`config.mk`:
```
export PLATFORM = sky130hd
export DESIGN_NAME = uart_tx_arbiter_flat
export DESIGN_NICKNAME = d
export VERILOG_FILES = /design/src/rtl/uart_tx_arbiter_if.sv /design/src/rtl/uart_tx_arbiter.sv /design/src/flat_wrapper.sv
export SDC_FILE = /design/constraint.sdc
export NUM_CORES = 1
export LEC_CHECK = 0
export ABC_AREA = 1
export CAP_MARGIN = 30
export CORE_MARGIN = 5
export CORE_UTILIZATION = 35
export DETAILED_ROUTE_END_ITERATION = 7
export PLACE_DENSITY = 0.55
export SETUP_SLACK_MARGIN = 0.5
export SLEW_MARGIN = 20
export SYNTH_ARGS = -nofsm -noshare
export SYNTH_HDL_FRONTEND = slang
export SYNTH_SLANG_ARGS = --single-unit
```
`constraint.sdc`:
```
create_clock -name i_Clk -period 4.2 [get_ports i_Clk]
set_clock_uncertainty 0.05 [all_clocks]
set_input_delay 0.84 -clock i_Clk [delete_from_list [all_inputs] [get_ports i_Clk]]
set_output_delay 0.84 -clock i_Clk [all_outputs]
set_load 0.02 [all_outputs]
```
`src/rtl/uart_tx_arbiter_if.sv`:
```
// Handshake bundle between the requesters/transmitter and uart_tx_arbiter.
// Optional burst-hold input i_lock exists only when UART_ARB_LOCK_EN is defined.
interface uart_tx_arbiter_if #(
  parameter int unsigned NUM_REQ   = 4,
  parameter int unsigned DATA_BITS = 8
);
  logic [NUM_REQ-1:0]           i_req;
  logic [NUM_REQ*DATA_BITS-1:0] i_data;
  logic                         i_tx_done;
  logic                         o_tx_start;
  logic [DATA_BITS-1:0]         o_tx_data;
  logic [NUM_REQ-1:0]           o_grant;
  logic [NUM_REQ-1:0]           o_ack;
  logic                         o_timeout;
`ifdef UART_ARB_LOCK_EN
  logic [NUM_REQ-1:0]           i_lock;
`endif

  // Arbiter side
  modport slave (
`ifdef UART_ARB_LOCK_EN
    input  i_lock,
`endif
    input  i_req, i_data, i_tx_done,
    output o_tx_start, o_tx_data, o_grant, o_ack, o_timeout
  );

  // Requester / transmitter side
  modport master (
`ifdef UART_ARB_LOCK_EN
    output i_lock,
`endif
    output i_req, i_data, i_tx_done,
    input  o_tx_start, o_tx_data, o_grant, o_ack, o_timeout
  );
endinterface

```
`src/rtl/uart_tx_arbiter.sv`:
```
// Round-robin arbiter sharing one UART transmitter among NUM_REQ requesters.
// Optional feature macro UART_ARB_LOCK_EN: a locked winner may chain frames
// straight from WAIT_DONE back to START without releasing the grant.
module uart_tx_arbiter #(
  parameter int unsigned NUM_REQ        = 4,
  parameter int unsigned DATA_BITS      = 8,
  parameter int unsigned TIMEOUT_CYCLES = 40_000
) (
  input logic              i_Clk,
  input logic              i_Rst,
  uart_tx_arbiter_if.slave bus
);
  localparam int unsigned IDX_W = $clog2(NUM_REQ);

  typedef enum logic [1:0] {IDLE, START, WAIT_DONE} state_t;

  state_t               state_q, state_d;
  logic [IDX_W-1:0]     ptr_q, ptr_d;
  logic [IDX_W-1:0]     win_q, win_d;
  logic [NUM_REQ-1:0]   grant_q, grant_d;
  logic [NUM_REQ-1:0]   ack_q, ack_d;
  logic                 start_q, start_d;
  logic [DATA_BITS-1:0] data_q, data_d;
  logic                 tout_q, tout_d;
  logic [31:0]          cnt_q, cnt_d;

  logic                 rr_found_c;
  logic [IDX_W-1:0]     rr_idx_c;
  int unsigned          cand_c;
  logic                 hold_c;

  function automatic logic [DATA_BITS-1:0] sel_data(
    input logic [IDX_W-1:0]           idx,
    input logic [NUM_REQ*DATA_BITS-1:0] d
  );
    sel_data = '0;
    for (int n = 0; n < NUM_REQ; n++) begin
      if (idx == IDX_W'(n)) sel_data = d[n*DATA_BITS +: DATA_BITS];
    end
  endfunction

  // Round-robin search starting just after the last winner
  always_comb begin
    rr_found_c = 1'b0;
    rr_idx_c   = '0;
    cand_c     = 0;
    for (int unsigned i = 1; i <= NUM_REQ; i++) begin
      cand_c = (32'(ptr_q) + i) % NUM_REQ;
      if (!rr_found_c && bus.i_req[IDX_W'(cand_c)]) begin
        rr_found_c = 1'b1;
        rr_idx_c   = IDX_W'(cand_c);
      end
    end
  end

  // Burst hold: current winner keeps the transmitter for another frame
  always_comb begin
`ifdef UART_ARB_LOCK_EN
    hold_c = bus.i_lock[win_q] & bus.i_req[win_q];
`else
    hold_c = 1'b0;
`endif
  end

  // Next-state and registered-output computation
  always_comb begin
    state_d = state_q;
    ptr_d   = ptr_q;
    win_d   = win_q;
    grant_d = grant_q;
    ack_d   = '0;
    start_d = 1'b0;
    data_d  = data_q;
    tout_d  = tout_q;
    cnt_d   = cnt_q;
    case (state_q)
      IDLE: begin
        if (rr_found_c) begin
          win_d   = rr_idx_c;
          grant_d = NUM_REQ'(1) << rr_idx_c;
          data_d  = sel_data(rr_idx_c, bus.i_data);
          state_d = START;
        end
      end
      START: begin
        start_d = 1'b1;
        ack_d   = grant_q;
        cnt_d   = '0;
        state_d = WAIT_DONE;
      end
      WAIT_DONE: begin
        if (bus.i_tx_done) begin
          if (hold_c) begin
            data_d  = sel_data(win_q, bus.i_data);
            state_d = START;
          end else begin
            ptr_d   = win_q;
            grant_d = '0;
            state_d = IDLE;
          end
        end else if (cnt_q >= 32'(TIMEOUT_CYCLES - 1)) begin
          tout_d  = 1'b1;
          ptr_d   = win_q;
          grant_d = '0;
          state_d = IDLE;
        end else if (cnt_q != '1) begin
          cnt_d = cnt_q + 32'd1;
        end
      end
      default: state_d = IDLE;
    endcase
  end

  // State and output registers with synchronous reset
  always_ff @(posedge i_Clk) begin
    if (i_Rst) begin
      state_q <= IDLE;
      ptr_q   <= IDX_W'(NUM_REQ - 1);
      win_q   <= '0;
      grant_q <= '0;
      ack_q   <= '0;
      start_q <= 1'b0;
      data_q  <= '0;
      tout_q  <= 1'b0;
      cnt_q   <= '0;
    end else begin
      state_q <= state_d;
      ptr_q   <= ptr_d;
      win_q   <= win_d;
      grant_q <= grant_d;
      ack_q   <= ack_d;
      start_q <= start_d;
      data_q  <= data_d;
      tout_q  <= tout_d;
      cnt_q   <= cnt_d;
    end
  end

  assign bus.o_tx_start = start_q;
  assign bus.o_tx_data  = data_q;
  assign bus.o_grant    = grant_q;
  assign bus.o_ack      = ack_q;
  assign bus.o_timeout  = tout_q;
endmodule

```
`src/flat_wrapper.sv`:
```
// flat-port wrapper written by rule: the top's interface ports become plain ports
module uart_tx_arbiter_flat 
#(
  parameter int unsigned NUM_REQ        = 4,
  parameter int unsigned DATA_BITS      = 8,
  parameter int unsigned TIMEOUT_CYCLES = 40_000
)
  (i_Clk, i_Rst, bus_i_req, bus_i_data, bus_i_tx_done, bus_o_tx_start, bus_o_tx_data, bus_o_grant, bus_o_ack, bus_o_timeout);
  uart_tx_arbiter_if #(.NUM_REQ(NUM_REQ), .DATA_BITS(DATA_BITS)) bus_i ();
  input logic i_Clk;
  input logic i_Rst;
  input wire logic [$bits(bus_i.i_req)-1:0] bus_i_req;
  input wire logic [$bits(bus_i.i_data)-1:0] bus_i_data;
  input wire logic [$bits(bus_i.i_tx_done)-1:0] bus_i_tx_done;
  output wire logic [$bits(bus_i.o_tx_start)-1:0] bus_o_tx_start;
  output wire logic [$bits(bus_i.o_tx_data)-1:0] bus_o_tx_data;
  output wire logic [$bits(bus_i.o_grant)-1:0] bus_o_grant;
  output wire logic [$bits(bus_i.o_ack)-1:0] bus_o_ack;
  output wire logic [$bits(bus_i.o_timeout)-1:0] bus_o_timeout;
  assign bus_i.i_req = bus_i_req;
  assign bus_i.i_data = bus_i_data;
  assign bus_i.i_tx_done = bus_i_tx_done;
  assign bus_o_tx_start = bus_i.o_tx_start;
  assign bus_o_tx_data = bus_i.o_tx_data;
  assign bus_o_grant = bus_i.o_grant;
  assign bus_o_ack = bus_i.o_ack;
  assign bus_o_timeout = bus_i.o_timeout;
  uart_tx_arbiter #(.NUM_REQ(NUM_REQ), .DATA_BITS(DATA_BITS), .TIMEOUT_CYCLES(TIMEOUT_CYCLES)) u_core (.i_Clk(i_Clk), .i_Rst(i_Rst), .bus(bus_i));
endmodule
```
==> After elaboration in Yosys (flattened, before gate mapping) <==
Cells that the tools add are included.
Widths: inputs -> output; s select.
{ "classes": {"magnitude_cmp": 5, "muxes": 35, "n_eq_ne": 11, "n_reduce_logical": 18, "bitwise": 2, "addsub": 5, "shift": 1} }
{ "ops": {"columns": ["cell", "n"], "rows": [
  ["$mux 32", 3],
  ["$pmux 32 s2", 1],
  ["$add 32x1->32 const B", 1],
  ["$ge 32x16->1 const B", 1],
  ["$mux 8", 4],
  ["$ne 32x32->1 const B", 1],
  ["$mux 2", 9],
  ["$lt 2x3->1 const B", 4],
  ["$mux 4", 3],
  ["$mux 1", 9],
  ["$bmux 1 s2", 4],
  ["$pmux 4 s2", 1],
  ["$eq 2x2->1 const B", 3],
  ["$pmux 2 s3", 1],
  ["$reduce_and 2->1", 3],
  ["$reduce_and 3->1", 2],
  ["$reduce_bool 2->1", 3],
  ["$add 2x1->2 const B", 2],
  ["$add 2x2->2 const B", 2],
  ["$eq 2x1->1 const B", 2],
  ["$logic_not 2->1", 2],
  ["$ne 2x1->1 const B", 2],
  ["$ne 2x2->1 const B", 2],
  ["$reduce_and 4->1", 1],
  ["other kinds (6)", 11]
]} }
{ "totals": {"out_inout_bits": 18, "reg_bits": 56, "wordCells": 86, "inputBits": 39} }

==> Longest topological paths before layout <==
Gate-level depths: netlist of run 1.
{ "logic_depth": {"word_depth": 18, "ltp_mapped": 17, "depth_no_buf": 15} }

==> Worst setup path after synthesis of run 1 <==
No wires, ideal clock.
{ "synth_timing": {"path_type": "input -> register", "from": "input bus_i_req[3]", "to": "register u_core.data_q[0], in the netlist u_core.bus.o_tx_data[0]", "t_arrival_ns": 1.905, "cell_stages": 13, "path_buffers": 1, "setup_ns": 0.136, "required_time_ns": 4.014, "slack_ns": 2.109, "cell_sequence": "inv_1 -> nand2_1 -> nand3_1 -> nand2_1 -> nor2_8 -> nand3_4 -> nand2_2 -> buf_6 -> nand3_4 -> nand2_2 -> nor2_1 -> nand2_1 -> a21oi_2"} }
{ "synth_between": {"elab_chain_len": 17, "word_cells_on_any_way": 31, "cone_classes": "eq/ne (3); mux (20); reduce/logical (8)"} }
{ "synth_lines": {"columns": ["element", "line_no", "text"], "rows": [
  ["start: declaration", "flat_wrapper.sv:12", "input wire logic [$bits(bus_i.i_req)-1:0] bus_i_req;"],
  ["$bmux 1 s2", "uart_tx_arbiter.sv:49", "if (!rr_found_c && bus.i_req[IDX_W'(cand_c)]) begin"],
  ["$mux 1 (not written as such)", "uart_tx_arbiter.sv:49", null],
  ["$mux 1", "uart_tx_arbiter.sv:49", null],
  ["$logic_not 1->1", "uart_tx_arbiter.sv:49", null],
  ["$logic_and 1x1->1", "uart_tx_arbiter.sv:49", null],
  ["$mux 1", "uart_tx_arbiter.sv:49", null],
  ["$logic_not 1->1", "uart_tx_arbiter.sv:49", null],
  ["$logic_and 1x1->1", "uart_tx_arbiter.sv:49", null],
  ["$mux 1", "uart_tx_arbiter.sv:49", null],
  ["$logic_not 1->1", "uart_tx_arbiter.sv:49", null],
  ["$logic_and 1x1->1", "uart_tx_arbiter.sv:49", null],
  ["$mux 2", "uart_tx_arbiter.sv:49", null],
  ["$logic_not 2->1", "uart_tx_arbiter.sv:38", "if (idx == IDX_W'(n)) sel_data = d[n*DATA_BITS +: DATA_BITS];"],
  ["$mux 8 (4 in a row)", "uart_tx_arbiter.sv:38", null],
  ["end signal: assignment", "uart_tx_arbiter.sv:133", "data_q <= data_d;"],
  ["end: declaration", "uart_tx_arbiter.sv:23", "logic [DATA_BITS-1:0] data_q, data_d;"]
]} }
Several ways; a longest one is shown, not always the timed one. The select of a mux whose other input is x is not followed.
A chain may end at the register's enable or synchronous reset.

==> Worst setup path in the final report of run 1 <==
{ "layout_timing": {"from": "register u_core.cnt_q[0]", "to": "register u_core.cnt_q[5]"} }
{ "layout_between": {"elab_chain_len": 5, "word_cells_on_any_way": 10, "cone_classes": "add/sub (1); order compare (1); eq/ne (3); mux (4); reduce/logical (1)"} }
{ "layout_lines": {"columns": ["element", "line_no", "text"], "rows": [
  ["start: declaration", "uart_tx_arbiter.sv:25", "logic [31:0] cnt_q, cnt_d;"],
  ["start signal: assignment", "uart_tx_arbiter.sv:135", "cnt_q <= cnt_d;"],
  ["$add 32x1->32", "uart_tx_arbiter.sv:107", "cnt_d = cnt_q + 32'd1;"],
  ["$mux 32", "uart_tx_arbiter.sv:106", "end else if (cnt_q != '1) begin"],
  ["$mux 32", "uart_tx_arbiter.sv:101", "end else if (cnt_q >= 32'(TIMEOUT_CYCLES - 1)) begin"],
  ["$mux 32", "uart_tx_arbiter.sv:92", "if (bus.i_tx_done) begin"],
  ["$pmux 32 s2", "uart_tx_arbiter.sv:76", "case (state_q)"]
]} }
Several ways; a longest one is shown, not always the timed one. The select of a mux whose other input is x is not followed.

==> results of run 1 <==
==> worst min path at each step <==
stage	slack (ns)	start	depth (start not counted)	end
after detailed placement	0.39	u_core.cnt_q[17]	2	u_core.cnt_q[17]
after global routing	0.43	u_core.cnt_q[30]	2	u_core.cnt_q[30]
after CTS	0.40	u_core.cnt_q[17]	2	u_core.cnt_q[17]
after global placement	0.38	u_core.cnt_q[17]	2	u_core.cnt_q[17]
final	0.40	u_core.cnt_q[17]	2	u_core.cnt_q[17]
after floorplan	0.37	u_core.cnt_q[27]	2	u_core.cnt_q[27]
==> sequential cells by signal, summed over array words and instances, names as in the netlist <==
signal,count
u_core.cnt_q,32
u_core.bus.o_tx_data,8
u_core.bus.o_ack,4
u_core.bus.o_grant,4
u_core.ptr_q,2
u_core.state_q,2
u_core.win_q,2
u_core.bus.o_timeout,1
u_core.bus.o_tx_start,1
==> per-layer routing <==
| layer | vias up | track usage | share of wire |
|---|---|---|---|
| met1 | 1203 | 0.210 | 0.49 |
| li1 | 1476 | - | - |
| met3 | 4 | 0.0532 | 0.080 |
| met5 | - | 0 | 0 |
| met2 | 73 | 0.239 | 0.42 |
| met4 | 0 | 0.0363 | 0.0083 |
==> worst max-delay path, stage by stage, from the launching register on <==
cell	delay, ns
dfxtp_1	0.42
ha_1	0.24
nand2_1	0.10
nor2_2	0.20
inv_1	0.06
nor2_1	0.18
o21ai_1	0.13
nand3_2	0.28
nand2_1	0.38
buf_4	0.34
nand3_1	0.09
a21oi_1	0.06
==> cells by family (layout without fill, tap and decap cells) <==
kind of cell,after synthesis,count (layout),share of synthesized area
simple gates,253,253,0.405
buf+inv,63,115,0.0934
flops,56,56,0.375
fa+ha+maj,1,1,0.00419
xor+xnor,11,11,0.0323
compound gates,47,47,0.0897
==> through the flow <==
stage	hold slack (ns)	util	total power [mW]	setup WS, ns
floorplan	0.373	-	0.904	2.11
global placement	0.382	0.437	1.04	1.16
detailed placement	0.386	0.437	1.04	1.18
CTS	0.400	0.448	1.35	1.51
global route	0.427	0.448	1.42	1.18
finish	0.398	0.448	1.33	1.53
==> placed cells by master (no fill, tap or decap), drive strengths merged, types with 2 or more instances in the layout <==
cell,n
a21oi,29
buf,2
clkbuf,8
clkdlybuf4s50,56
clkinv,2
dfxtp,56
inv,47
nand2,116
nand3,51
nand4,4
nor2,59
nor3,21
o211ai,2
o21ai,15
xnor2,2
xor2,9
==> power by group <==
part	switching, mW	internal, mW
Clock	0.166	0.135
Combinational	0.272	0.164
Sequential	0.0271	0.566
==> final cells by class <==
type,instances,area [µm²]
repair buffers,58,576
flip-flops and latches,56,1120
multi-input cells,312,1590
fillers,892,4560
clock buffers,8,90.1
inverters,49,191
well taps,105,131
==> flow_summary.json, run 1 <==
{
  "core_area_mm2": 0.00826,
  "final_cells": 588,
  "gp_congestion": 0.825,
  "die_area_mm2": 0.0105,
  "final-hold-violation-count": 0,
  "ys_seq_area_frac": 0.375,
  "synth_largest_area_cell": "dfxtp_1",
  "layout.nets": 522,
  "hpwl_um": 5640,
  "area_growth_pct": 23.8,
  "report.final.slew_viol_count": 0,
  "cts.sinks": 56,
  "grt_pass1_wl_um": 13000,
  "cts-resized-gates": 0,
  "drc": 0,
  "synth_edf_count": 0,
  "setup-tns-final_ns": 0,
  "clock-root-buffer": "clkbuf_8",
  "ys_seq_elements": 56,
  "antenna_found_initial": 0,
  "start_util": 0.362,
  "ys_types": 32,
  "cp-endpoint": "u_core.cnt_q[5]",
  "worstPathRequired_ns": 4.34,
  "portBuffers": 56,
  "num_antenna_cells": 0,
  "synth_top_area_share": 0.375,
  "synthesis.nets": 471,
  "insertion_delay_ns": 0.31,
  "grt_max_degree": 28,
  "ys.flop_type": "dfxtp_1",
  "rsz0062_at_grt": "false",
  "powerDensity_mw_per_mm2": 360,
  "globalRouteOverflowTotal": 0,
  "slew_headroom": 0.531,
  "routed_wl_um": 7380,
  "post_drt_wl_per_cell_um": 12.6,
  "drt_iter0_drc": 46,
  "cts_made_buffers": 5,
  "synth_cells": 431,
  "fin_crit_sh": 0.635,
  "h-tree-depth": 2,
  "grt_pass1_vias": 2782,
  "final_area_mm2": 0.00370,
  "cap_violations": 0,
  "drive_gt1_frac": 0.0973,
  "path_clk_slew_ns": 0.10,
  "critPathLaunchType": "register",
  "vias": 2756,
  "rrSetupSlack_ns": 1.53,
  "worst_pin_slew_ns": 0.701,
  "synth.area.top_cells": "dfxtp_1, nand2_1, nand3_1",
  "die_h_um": 102,
  "yosys_warnings": 0,
  "synth_area_per_cell_um2": 6.93,
  "irDropWorstVdd_v": 0.000156,
  "startpoint": "u_core.cnt_q[0]",
  "cp_max_fo": 20,
  "fp-row-count": 33,
  "drtPass1Iterations": 4,
  "synth-async-reset-ratio": 0,
  "fin_crit_ns": 2.67,
  "setup_violations": 0,
  "r2r-start": "u_core.cnt_q[0]",
  "drtAntennaViolNets": 0,
  "fmax_mhz": 375,
  "critical_path_arrival_ns": 2.80,
  "pin_count": 57,
  "syn_area_mm2": 0.00299,
  "synth_top_cells_by_count": "nand2_1, dfxtp_1, nor2_1",
  "cts_tree": "built",
  "yosys.cell_count.top_type": "nand2_1",
  "p_leak_nw": 1.41,
  "die_x_um": 102,
  "holdBufCountCts": 0,
  "hp-class": "register to register",
  "crit_type": "register to register",
  "place_area_mm2": 0.00361,
  "grt_util_all_layers": 0.155,
  "cts_buffer_depth": 2,
  "placedCellCount": 580,
  "rr_endpoint": "u_core.cnt_q[5]",
  "end_kind": "register",
  "status": "completed",
  "post_cts_buffers": 0,
  "viasPerCell": 4.69,
  "reg2reg_depth": 11
}
Power figures use the tool's default switching activity.
==> run 2: changes to the inputs <==
==> constraint.sdc (replaced) <==
create_clock -name i_Clk -period 2.5 [get_ports i_Clk]
set_clock_uncertainty 0.05 [all_clocks]
set_input_delay 0.5 -clock i_Clk [delete_from_list [all_inputs] [get_ports i_Clk]]
set_output_delay 0.5 -clock i_Clk [all_outputs]
set_load 0.02 [all_outputs]
==> flow_summary.json, run 2 (synthesis results as in run 1) <==
{
  "portBuffers": 56,
  "h-tree-depth": 2,
  "p_leak_nw": 1.55,
  "die_x_um": 102,
  "hp-class": "register to register",
  "drtAntennaViolNets": 0,
  "grt_max_degree": 26,
  "path_clk_slew_ns": 0.11,
  "gp_congestion": 0.875,
  "status": "completed",
  "cp_max_fo": 3,
  "rrSetupSlack_ns": 0.63,
  "drc": 0,
  "die_h_um": 102,
  "placedCellCount": 590,
  "clock-root-buffer": "clkbuf_8",
  "drt_iter0_drc": 88,
  "grt-busiest-layer": "met2",
  "slowest_stage": "clkdlybuf4s50_1",
  "post_drt_wl_per_cell_um": 12.8,
  "core_area_mm2": 0.00826,
  "cts_made_buffers": 5,
  "layout_common_cells": "nand2_1, dfxtp_1, nor2_1, clkdlybuf4s50_1, nand3_1",
  "grt_pass1_vias": 2730,
  "use_met1": 0.210,
  "pin_count": 57,
  "min_path_cells": 2,
  "seq_area_mm2": 0.00113,
  "insertion_delay_ns": 0.32,
  "powerDensity_mw_per_mm2": 607,
  "slew_headroom": 0.789,
  "report.final.slew_viol_count": 0,
  "num_antenna_cells": 0,
  "worstPathRequired_ns": 1.95,
  "worstHoldStart": "u_core.cnt_q[25]",
  "cp_top_family": "buffers and inverters",
  "slowest_delay_ns": 0.63,
  "fin_crit_sh": 0.764,
  "rsz0062_at_grt": "false",
  "die_area_mm2": 0.0105,
  "grt_util_all_layers": 0.153,
  "viasPerCell": 4.71,
  "reg2reg_depth": 15,
  "cts_tree": "built",
  "rr_endpoint": "u_core.bus.o_tx_data[2]",
  "grt_util_met3": 0.0478,
  "use_met2": 0.235,
  "critPathLaunchType": "register",
  "final_cells": 611,
  "fin_crit_ns": 1.91,
  "globalRouteOverflowTotal": 0,
  "start_util": 0.362,
  "fill_cells": 870,
  "cts.sinks": 56,
  "top_register": "u_core.cnt_q",
  "multi_input_area_mm2": 0.00165,
  "routed_wl_um": 7810,
  "hold_path_end": "u_core.cnt_q[25]",
  "vias": 2876,
  "irDropWorstVdd_v": 0.000265,
  "final_util": 0.478,
  "drtPass1Iterations": 4,
  "critical_path_arrival_ns": 1.36,
  "layout_commonest_cell": "nand2_1",
  "fp-row-count": 33,
  "grt_pass1_wl_um": 12900,
  "critPathBufInv": 1,
  "r2r-start": "u_core.ptr_q[0]",
  "cts_buffer_depth": 2,
  "hpwl_um": 5860,
  "worst_pin_slew_ns": 0.314,
  "setup_violations": 0,
  "drive_gt1_frac": 0.170,
  "final-hold-violation-count": 0,
  "largest_reg_flops": 32,
  "crit_type": "register to output port",
  "crit_chain": "clkdlybuf4s50_1",
  "layout.nets": 545,
  "area_growth_pct": 32.3,
  "setup-tns-final_ns": 0,
  "fmax_mhz": 523,
  "end_kind": "output port",
  "antenna_found_initial": 0,
  "holdBufCountCts": 0,
  "cap_violations": 0
}
-- run 2: cell types whose count changed in the layout (fill, tap and decap cells not counted), sizes merged --
cell           previous run  this run
dlygate4sd2               0         3
clkinv                    2         1
buf                       2        24
inv                      47        51
dlymetal6s2s              0         1
clkdlybuf4s50            56        52
clkbuf                    8         5
nand2                   116       117
-- run 2: layout make-up --
| cell class | instances | share of cell area |
|---|---|---|
| Timing Repair Buffer | 80 | 0.192 |
| Clock inverter | 3 | 0.00728 |
| Multi-Input combinational cell | 313 | 0.417 |
| Tap cell | 105 | 0.0332 |
| Inverter | 49 | 0.0484 |
| Clock buffer | 5 | 0.0174 |
| Sequential cell | 56 | 0.285 |
-- run 2: timing repair --
item	in CTS	in global routing
setup buffers	4	8
pin swaps	5	3
resized for setup	13	17
cloned	1	0
endpoints found under the setup margin	35	44
-- run 2: worst reg2reg max path, cell delays in order (launching register included) --
cell and delay, ns:
dfxtp_4 0.39, buf_4 0.16, nand2_1 0.07, nand2_2 0.07, nand2_2 0.10, nand2_4 0.08
inv_2 0.07, nand2_1 0.06, nand2_2 0.08, nand2_4 0.09, buf_4 0.15, nand3_4 0.09
nand2_4 0.08, nor2_1 0.09, nand2_1 0.07, a21oi_2 0.11
-- run 2: worst max path at each step --
stage,startpoint,end,slack (ns),depth (start not counted)
global route,u_core.ptr_q[0],u_core.bus.o_tx_data[0],0.49,15
CTS,bus_i_req[3],u_core.bus.o_tx_data[6],0.50,12
detailed placement,bus_i_req[2],u_core.bus.o_tx_data[2],0.07,14
finish,u_core.bus.o_grant[3],bus_o_grant[3],0.59,1
floorplan,u_core.cnt_q[0],u_core.cnt_q[4],0.72,11
global placement,bus_i_req[3],u_core.bus.o_tx_data[1],0.12,14
-- run 2: report_power, final --
group / internal [mW] / total [mW] / switching [mW]
clock: 0.213 / 0.551 / 0.338
combinational: 0.357 / 0.857 / 0.499
sequential: 0.951 / 0.990 / 0.0394
-- run 2: per-stage QoR --
stage	hold WS, ns	power (mW)	cell area, µm²	setup slack [ns]
detailed placement	0.388	1.78	3680	0.0746
CTS	0.405	2.38	3850	0.503
floorplan	0.373	1.52	2990	0.717
global route	0.419	2.53	3950	0.495
global placement	0.381	1.77	3680	0.123
finish	0.400	2.40	3950	0.589
-- run 2: per-layer routing --
| layer | up-vias | wire, µm |
|---|---|---|
| li1 | 1527 | - |
| met1 | 1264 | 3900 |
| met2 | 78 | 3230 |
| met3 | 7 | 581 |
| met4 | 0 | 97 |
| met5 | - | 0 |
==> run 3: changes to the inputs <==
==> constraint.sdc (replaced) <==
create_clock -name i_Clk -period 1.9 [get_ports i_Clk]
set_clock_uncertainty 0.05 [all_clocks]
set_input_delay 0.38 -clock i_Clk [delete_from_list [all_inputs] [get_ports i_Clk]]
set_output_delay 0.38 -clock i_Clk [all_outputs]
set_load 0.02 [all_outputs]
==> flow_summary.json, run 3 (synthesis results as in run 1) <==
{
  "status": "completed",
  "rsz0062_at_grt": "true",
  "post_drt_wl_per_cell_um": 13.4,
  "worstPathRequired_ns": 2.06,
  "grt_util_all_layers": 0.171,
  "clock-root-buffer": "clkbuf_8",
  "cts_buffer_depth": 2,
  "fin_crit_ns": 1.83,
  "final_util": 0.579,
  "cts_made_buffers": 5,
  "fmax_mhz": 548,
  "layout_commonest_cell": "nand2_1",
  "grt_max_degree": 24,
  "worst_pin_slew_ns": 0.463,
  "area_growth_pct": 60.1,
  "insertion_delay_ns": 0.31,
  "setup_violations": 0,
  "p_leak_nw": 1.91,
  "die_h_um": 102,
  "core_area_mm2": 0.00826,
  "cap_violations": 0,
  "final-hold-violation-count": 0,
  "fp-row-count": 33,
  "hp-class": "input pin to register",
  "viasPerCell": 4.83,
  "rrSetupSlack_ns": 0.07,
  "fill_cells": 745,
  "critPathLaunchType": "register",
  "globalRouteOverflowTotal": 0,
  "layout_common_cells": "nand2_1, nor2_1, dfxtp_1",
  "drtAntennaViolNets": 0,
  "holdWs_ns": 0.363,
  "largest_reg_flops": 32,
  "pin_count": 57,
  "fin_crit_sh": 0.961,
  "portBuffers": 56,
  "drtPass1Iterations": 4,
  "routed_wl_um": 8610,
  "drc": 0,
  "worstHoldStart": "i_Rst",
  "hold_path_end": "u_core.cnt_q[1]",
  "cts.sinks": 56,
  "report.final.slew_viol_count": 0,
  "antenna_found_initial": 0,
  "cts_tree": "built",
  "irDropWorstVdd_v": 0.000378,
  "rr_endpoint": "u_core.win_q[1]",
  "vias": 3098,
  "hpwl_um": 5730,
  "cp_max_fo": 10,
  "num_antenna_cells": 0,
  "holdBufCountCts": 0,
  "top_register": "u_core.cnt_q",
  "powerDensity_mw_per_mm2": 718,
  "die_x_um": 102,
  "crit_type": "register to register",
  "start_util": 0.362,
  "reg2reg_depth": 14,
  "critical_path_arrival_ns": 1.98,
  "min_path_cells": 2,
  "path_clk_slew_ns": 0.10,
  "drive_gt1_frac": 0.435,
  "grt_pass1_vias": 3107,
  "gp_congestion": 0.814,
  "grt_pass1_wl_um": 14400,
  "h-tree-depth": 2,
  "end_kind": "register",
  "setup-tns-final_ns": 0,
  "die_area_mm2": 0.0105,
  "layout.nets": 575,
  "r2r-start": "u_core.ptr_q[0]",
  "drt_iter0_drc": 99,
  "slew_headroom": 0.691
}
[run 3: worst max path at each step]
| stage | end | from | slack (ns) |
|---|---|---|---|
| after detailed placement | u_core.bus.o_tx_data[3] | bus_i_req[2] | -0.35 |
| after global routing | u_core.bus.o_tx_data[2] | u_core.ptr_q[0] | -0.05 |
| after CTS | u_core.bus.o_tx_data[1] | u_core.ptr_q[0] | 0.07 |
| after floorplan | u_core.bus.o_tx_data[6] | u_core.ptr_q[0] | 0.22 |
| final | u_core.win_q[1] | u_core.ptr_q[0] | 0.07 |
| after global placement | u_core.bus.o_tx_data[1] | bus_i_req[3] | -0.34 |
[run 3: layer usage]
layer	vias to the layer above	routed length (µm)	global-route usage	part of all wire
met5	-	0	0	0
met4	0	104	0.0383	0.012
met3	9	457	0.0444	0.053
met2	72	4290	0.290	0.50
met1	1424	3770	0.219	0.44
li1	1593	-	-	-
[run 3: worst max-delay path, cell delays in order (launching register included)]
cell and delay [ns]:
dfxtp_2 0.35, buf_12 0.14, inv_12 0.05, nand2_2 0.05, nand2_2 0.06, nand2_2 0.10
nand2_4 0.08, nor2_8 0.11, nand3_4 0.13, nand2_4 0.13, buf_4 0.14, inv_6 0.04
buf_4 0.13, o21ai_1 0.11, a21oi_1 0.05
[run 3: metrics by stage]
| step | cell area (µm²) | power, mW | setup slack, ns | cells |
|---|---|---|---|---|
| floorplan | 3200 | 2.07 | 0.218 | 431 |
| global placement | 3970 | 2.46 | -0.341 | 602 |
| detailed placement | 3970 | 2.46 | -0.348 | 602 |
| CTS | 4490 | 3.32 | 0.0724 | 633 |
| global route | 4780 | 3.65 | -0.0503 | 641 |
| finish | 4780 | 3.43 | 0.0740 | 641 |
[run 3: power breakdown]
part | total [mW] | switching (mW) | internal [mW]
clock | 0.680 | 0.414 | 0.266
sequential | 1.30 | 0.0478 | 1.25
combinational | 1.45 | 0.823 | 0.629
[run 3: final cells by class]
type | count | area (µm²) | area share
multi-input combinational | 316 | 2180 | 0.456
sequential | 56 | 1150 | 0.240
clock inverter | 3 | 22.5 | 0.00471
timing repair buffer | 107 | 1020 | 0.213
inverter | 49 | 210 | 0.0440
tap | 105 | 131 | 0.0275
clock buffer | 5 | 68.8 | 0.0144
[run 3: timing repair]
action,CTS,global route
cloned,5,1
pin swaps,15,19
endpoints found under the setup margin,69,63
gates resized for setup,118,76
setup buffers,18,7
